[src/rtl/crossover_gene_writer.sv]
// Assembles one child genome by copying parent genes picked by a selector stream.
// Reads are one enabled cycle deep, so every copied gene costs RUN -> READ -> WRITE.
//   state   | meaning
//   S_IDLE  | waiting for start; child_size/err hold the last result
//   S_RUN   | sel_ready high, consuming one selector decision per enabled edge
//   S_READ  | parent address presented, waiting for read data
//   S_WRITE | child write pulse, advance child_size and source pointer
//   S_FIN   | one-cycle done pulse, then back to idle
module crossover_gene_writer #(
  parameter int GENE_W = 16,
  parameter int ADDR_W = 8
) (
  input  logic              clk,
  input  logic              rst,
  input  logic              ce,
  input  logic              start,
  input  logic [ADDR_W-1:0] genome1_size,
  input  logic [ADDR_W-1:0] genome2_size,
  input  logic [1:0]        sel,
  output logic              sel_ready,
  output logic [ADDR_W-1:0] g1_rd_addr,
  output logic [ADDR_W-1:0] g2_rd_addr,
  input  logic [GENE_W-1:0] g1_rd_data,
  input  logic [GENE_W-1:0] g2_rd_data,
  output logic              child_wr_en,
  output logic [ADDR_W-1:0] child_wr_addr,
  output logic [GENE_W-1:0] child_wr_data,
  output logic [ADDR_W-1:0] child_size,
  output logic              busy,
  output logic              done,
  output logic              err
);

  typedef enum logic [2:0] {S_IDLE, S_RUN, S_READ, S_WRITE, S_FIN} state_t;

  localparam logic [ADDR_W-1:0] SIZE_MAX = '1;
  localparam logic [ADDR_W-1:0] ONE      = 1;

  state_t            r_state, w_next_state;
  logic [ADDR_W-1:0] r_size1, r_size2, r_p1, r_p2, r_child_size;
  logic [ADDR_W-1:0] r_g1_addr, r_g2_addr;
  logic              r_src_g2, r_err;
  logic              w_rd1, w_rd2, w_sel_err, w_full, w_wr;

  assign w_full = (r_child_size == SIZE_MAX);

  always_ff @(posedge clk) begin
    if (!rst)    r_state <= S_IDLE;
    else if (ce) r_state <= w_next_state;
  end

  always_comb begin
    w_next_state = r_state;
    w_rd1        = 1'b0;
    w_rd2        = 1'b0;
    w_sel_err    = 1'b0;
    case (r_state)
      S_IDLE: if (start) w_next_state = S_RUN;
      S_RUN: begin
        case (sel)
          2'b10: begin
            if (r_p1 < r_size1) begin w_rd1 = 1'b1; w_next_state = S_READ; end
            else begin w_sel_err = 1'b1; w_next_state = S_FIN; end
          end
          2'b11: begin
            if (r_p2 < r_size2) begin w_rd2 = 1'b1; w_next_state = S_READ; end
            else begin w_sel_err = 1'b1; w_next_state = S_FIN; end
          end
          2'b01:   w_next_state = S_FIN;
          default: w_next_state = S_RUN;
        endcase
      end
      S_READ:  w_next_state = S_WRITE;
      S_WRITE: w_next_state = w_full ? S_FIN : S_RUN;
      S_FIN:   w_next_state = S_IDLE;
      default: w_next_state = S_IDLE;
    endcase
  end

  always_ff @(posedge clk) begin
    if (!rst) begin
      r_size1      <= '0;
      r_size2      <= '0;
      r_p1         <= '0;
      r_p2         <= '0;
      r_child_size <= '0;
      r_g1_addr    <= '0;
      r_g2_addr    <= '0;
      r_src_g2     <= 1'b0;
      r_err        <= 1'b0;
    end else if (ce) begin
      case (r_state)
        S_IDLE: begin
          if (start) begin
            r_size1      <= genome1_size;
            r_size2      <= genome2_size;
            r_p1         <= '0;
            r_p2         <= '0;
            r_child_size <= '0;
            r_err        <= 1'b0;
          end
        end
        S_RUN: begin
          if (w_rd1) begin r_g1_addr <= r_p1; r_src_g2 <= 1'b0; end
          if (w_rd2) begin r_g2_addr <= r_p2; r_src_g2 <= 1'b1; end
          if (w_sel_err) r_err <= 1'b1;
        end
        S_WRITE: begin
          // The last slot is still written, but child_size saturates instead of wrapping.
          if (w_full) r_err <= 1'b1;
          else        r_child_size <= r_child_size + ONE;
          if (r_src_g2) r_p2 <= r_p2 + ONE;
          else          r_p1 <= r_p1 + ONE;
        end
        default: ;
      endcase
    end
  end

  // Gating with rst drops a write pulse the moment reset arrives mid-WRITE.
  assign w_wr          = (r_state == S_WRITE) && rst;
  assign child_wr_en   = w_wr;
  assign child_wr_addr = w_wr ? r_child_size : '0;
  assign child_wr_data = w_wr ? (r_src_g2 ? g2_rd_data : g1_rd_data) : '0;

  assign sel_ready  = (r_state == S_RUN);
  assign busy       = (r_state != S_IDLE);
  assign done       = (r_state == S_FIN);
  assign err        = r_err;
  assign child_size = r_child_size;
  assign g1_rd_addr = r_g1_addr;
  assign g2_rd_addr = r_g2_addr;

endmodule

[config.mk]
export PLATFORM = sky130hd
export DESIGN_NAME = crossover_gene_writer
export DESIGN_NICKNAME = d
export VERILOG_FILES = /design/src/rtl/crossover_gene_writer.sv
export SDC_FILE = /design/constraint.sdc
export NUM_CORES = 1
export LEC_CHECK = 0
export ABC_AREA = 0
export CORE_ASPECT_RATIO = 1.4
export CORE_MARGIN = 2
export CORE_UTILIZATION = 31
export DETAILED_ROUTE_END_ITERATION = 7
export SLEW_MARGIN = 10
export SYNTH_ARGS = -nofsm -noshare
export SYNTH_HDL_FRONTEND = slang
export SYNTH_SLANG_ARGS = --single-unit
[constraint.sdc]
create_clock -name clk -period 2.7 [get_ports clk]
set_clock_uncertainty 0.1 [all_clocks]
set_input_delay 0.27 -clock clk [delete_from_list [all_inputs] [get_ports clk]]
set_output_delay 0.27 -clock clk [all_outputs]
set_load 0.03 [all_outputs]
## Yosys cells after proc, flatten, opt, wreduce, memory -nomap -nowiden

Cells that the tools add are included.
W data, S select, Z words.

- Input port bits: 54
- Output and inout port bits: 53
- Bits in registers: 61

- Magnitude comparators: 2
- Add/subtract/negate cells: 3
- Equality and inequality tests: 14
- Reduce and logical (&&, ||, !) cells: 15
- Multiplexer cells: 32

Operator list:

| cell | number |
|---|---|
| $pmux W8 S2 | 3 |
| $mux W8 | 5 |
| $mux W16 | 2 |
| $add A8 B1 Y8 const B | 3 |
| $lt A8 B8 Y1 | 2 |
| $mux W1 | 14 |
| $mux W3 | 4 |
| $pmux W3 S4 | 1 |
| $reduce_and A3 Y1 | 4 |
| $reduce_and A4 Y1 | 3 |
| $ne A2 B2 Y1 const B | 5 |
| $pmux W3 S3 | 1 |
| $eq A8 B8 Y1 const B | 1 |
| $eq A3 B2 Y1 const B | 2 |
| $reduce_bool A3 Y1 | 2 |
| $reduce_and A5 Y1 | 1 |
| $eq A2 B2 Y1 const B | 2 |
| $reduce_bool A2 Y1 | 2 |
| $eq A3 B1 Y1 const B | 1 |
| $eq A3 B3 Y1 const B | 1 |
| $logic_not A3 Y1 | 1 |
| $pmux W1 S3 | 1 |
| $eq A2 B1 Y1 const B | 1 |
| $ne A2 B1 Y1 const B | 1 |
| other kinds (3) | 3 |

## Logic depth before layout (Yosys ltp)

- Word-level depth: 6
- Mapped depth: 8
- Gate-level depth less buffers: 7

## Worst setup path after synthesis

OpenSTA, ideal clock, no wires.

- Path kind: register to output
- Start point: reg r_state[0]
- End point: out child_wr_data[10]
- Path slack: 0.522 ns
- Arrival time: 1.808 ns
- Cell stages (with the launch flop): 7
- Required time: 2.330 ns
- Cells stage by stage: dfxtp_1 > clkbuf_1 > nand2_1 > nor2_1 > nand2_1 > clkbuf_1 > nor2_1

- Cells in the longest elaborated chain, start to end: 3

Ends and longest elaborated chain:

| element | RTL line | text |
|---|---|---|
| start, declared | 39 | `state_t r_state, w_next_state;` |
| start signal, assigned | 49 | `else if (ce) r_state <= w_next_state;` |
| $eq A3 B2 Y1 | 121 | `assign w_wr = (r_state == S_WRITE) && rst;` |
| $logic_and A1 B1 Y1 | 121 |  |
| $mux W16 | 124 | `assign child_wr_data = w_wr ? (r_src_g2 ? g2_rd_data : g1_rd_data) : '0;` |
| end, declared | 27 | `output logic [GENE_W-1:0] child_wr_data,` |

No other way between the ends.

## Worst setup path in the final report

- Start point: reg r_size1[6]
- End point: reg r_g1_addr[1] (netlist: g1_rd_addr[1])

- Cells in the longest elaborated chain, start to end: 5

Ends and longest elaborated chain:

| element | RTL line | text |
|---|---|---|
| start, declared | 40 | `logic [ADDR_W-1:0] r_size1, r_size2, r_p1, r_p2, r_child_size;` |
| start signal, assigned | 95 | `r_size1 <= genome1_size;` |
| $lt A8 B8 Y1 | 62 | `if (r_p1 < r_size1) begin w_rd1 = 1'b1; w_next_state = S_READ; end` |
| $mux W1 | 62 |  |
| $mux W1 | 60 | `case (sel)` |
| $mux W1 | 57 | `case (r_state)` |
| $reduce_and A3 Y1 (no line) | - |  |
| end signal, assigned | 87 | `r_g1_addr <= '0;` |
| end signal, assigned | 104 | `if (w_rd1) begin r_g1_addr <= r_p1; r_src_g2 <= 1'b0; end` |
| end, declared | 41 | `logic [ADDR_W-1:0] r_g1_addr, r_g2_addr;` |

No other way between the ends.
A chain may end at the register's enable or synchronous reset.

==> reports/qor.yml <==
run_status:
  status: "finished, final reports clean"
sta:
  worst_slack_ps: 326.4
  min_period_ps: 2374
  period_share: 0.8791
  rsz0062_at_grt: "false"
  finalSetupTns_ps: 0
  slew_headroom: 0.4547
  hold_ws_ps: 353.4
  tightest_slew_ps: 817.1
  slew_violations: 0
  finalSetupViolCount: 0
  hold_viol: 0
  fmax_mhz: 421.3
clocking:
  cts.sinks: 61
  clock_latency_ps: 320
  cts-root-buf: "clkbuf_16"
  numCtsBuffers: 9
  cts.path.max_buffers: 2
  h-tree-depth: 3
  tritoncts: "built"
  clk_pin_slew_ps: 60
  hold_buffers: 0
  post-cts-setup-buffers: 0
  ctsResizeCount: 0
cells_and_area:
  final_cell_mix: "81 x clkdlybuf4s50_1, 61 x dfxtp_1, 60 x nor2_1, 34 x mux2i_1, 30 x buf_4"
  fin_cells: 632
  fillers: 1031
  final_common_cell: "clkdlybuf4s50_1"
  area_delta_synth_final_pct: 44.83
  drive_above_1_share: 0.1113
  multiInputGateArea_mm2: 0.001856
  ff_latch_area_mm2: 0.001221
  diodes: 0
  final_area_mm2: 0.004677
  num-nets-final: 560
critical_path:
  worst-r2r-cell-count: 7
  cp-startpoint: "r_size1[6]"
  cp.required_ps: 2850
  cp-end-kind: "flop"
  crit-reg2reg-launch: "r_size1[6]"
  startpoint_type: "flop"
  worst_ep_arrival_time_ps: 2520
  worstPathMaxFanout: 17
  crit_type: "reg -> reg"
detailed_routing:
  route.detailed.drc: 0
  num_vias: 3034
  drtAntennaViolNets: 0
  dr.pass1.iters: 4
  wl_per_cell_um: 13.79
  drt_iter0_drc: 115
  drt_wl_total_um: 8718
  viasPerCell: 4.801
logic_synthesis:
  synth_cells: 385
  yosys_most_used_dff: "dfxtp_1"
  synth_enable_flop_cells: 0
  synth_nets: 456
  avgSynthCellArea_um2: 8.388
  synthArstFlopShare: 0
  synth_area_mm2: 0.003229
  seq_area_frac_synth: 0.3781
  ys_types: 51
  ys_ff_latch: 61
  yosys_warnings: 0
floorplan:
  initial_utilization: 0.3154
  die-area_mm2: 0.01126
  rows: 44
  chipWidth_um: 90.26
  die_y_um: 124.8
  core_mm2: 0.01024
  io-pin-count: 107
place:
  post-place-cells: 616
  dp_hpwl_um: 6607
  dpl_cell_area_mm2: 0.004377
  buffer_ports.inserted: 106
  gp_congestion: 0.8148
  place_ws_ps: 308.5
power_and_ir_drop:
  vdd_drop_max_mv: 0.3422
  power_density_mw_per_mm2: 495.0
  p_leak_nw: 1.751
hold_path:
  hold_path_class: "reg -> reg"
  min-delay-start: "g1_rd_addr[4]"
  worstHoldPathCells: 2
global_route:
  grt-ovfl-total: 0
  grt_max_degree: 34
  grt_pass1_wl_um: 14430
  grt_pass1_vias: 3053
  antenna_found_initial: 0
  gr-usage-all-layers: 0.1576
flow_run:
  drv_cap: 0
==> area by class of cell <==
class / instances / share of cell area
clock buffers: 9 / 0.04815
clock inverters: 7 / 0.01605
inverters: 19 / 0.01525
multi-input cells: 286 / 0.3967
flip-flops and latches: 61 / 0.2611
well taps: 138 / 0.03692
repair buffers: 112 / 0.2258
==> path summary, 6_finish.rpt <==
path         slack (ps)             to
max reg2reg         330  g1_rd_addr[1]
min reg2reg         350  g1_rd_addr[4]
min                 350  g1_rd_addr[4]
max                 330  g1_rd_addr[1]
==> where the power goes <==
group,switching [mW],internal [mW]
clock,0.425,0.716
sequential,0.0131,0.916
combinational,0.116,0.128
total,0.554,1.76
==> metal layers <==
layer  routed length [um]  global-route usage
met5                    0                   0
met4                  152             0.06154
met3                  288             0.02843
met2                 4659              0.2897
met1                 3617              0.1784
==> kinds of logic (layout without fill, tap and decap cells) <==
group,Yosys count,in the layout,synth area share
compound gates,51,51,0.1058
xor+xnor,16,16,0.04339
fa+ha+maj,17,17,0.06586
buf+inv,38,147,0.04727
flops,61,61,0.3781
mux,35,35,0.1089
simple gates,167,167,0.2507
==> synth_stat cells (2+ instances only) <==
cell type | n | area share
and3_1 | 4 | 0.0077
ha_1 | 17 | 0.066
a2111oi_0 | 3 | 0.0081
a211oi_1 | 2 | 0.0046
and4_1 | 2 | 0.0054
nand3b_1 | 2 | 0.0046
nand3_1 | 26 | 0.040
nor2_1 | 60 | 0.070
nor3_1 | 5 | 0.0077
xnor2_1 | 5 | 0.014
o21a_1 | 2 | 0.0046
and2_1 | 8 | 0.015
nand4_1 | 9 | 0.017
a21o_1 | 2 | 0.0046
nand2b_1 | 8 | 0.015
a221o_1 | 2 | 0.0062
o21ai_0 | 19 | 0.029
xor2_1 | 11 | 0.030
buf_2 | 5 | 0.0077
clkbuf_1 | 13 | 0.015
dfxtp_1 | 61 | 0.38
a21oi_1 | 8 | 0.012
mux2i_1 | 34 | 0.11
nand2_1 | 29 | 0.034
or2_2 | 2 | 0.0039
or3_1 | 3 | 0.0058
inv_1 | 19 | 0.022
==> per-stage QoR <==
step | utilization | total power, mW
2_1_floorplan | - | 1.076
3_3_place_gp | 0.4274 | 1.188
3_5_place_dp | 0.4274 | 1.193
4_1_cts | 0.4567 | 2.345
5_1_grt | 0.4567 | 2.411
6_report | 0.4567 | 2.315
==> registers in the layout, indices dropped and copies added, names as in the netlist <==
name        cells
g1_rd_addr      8
r_size2         8
r_size1         8
r_src_g2        1
child_size      8
r_p2            8
err             1
r_p1            8
r_state         3
g2_rd_addr      8
==> critical path, cell delays in order (launching register included) <==
cell and delay, ps:
dfxtp_1 320, inv_1 50, ha_1 320, and4_1 210
a2111oi_0 490, o311a_1 580, nand3_1 140, o21ai_0 90
No activity file was read; power rests on OpenSTA's default activity.
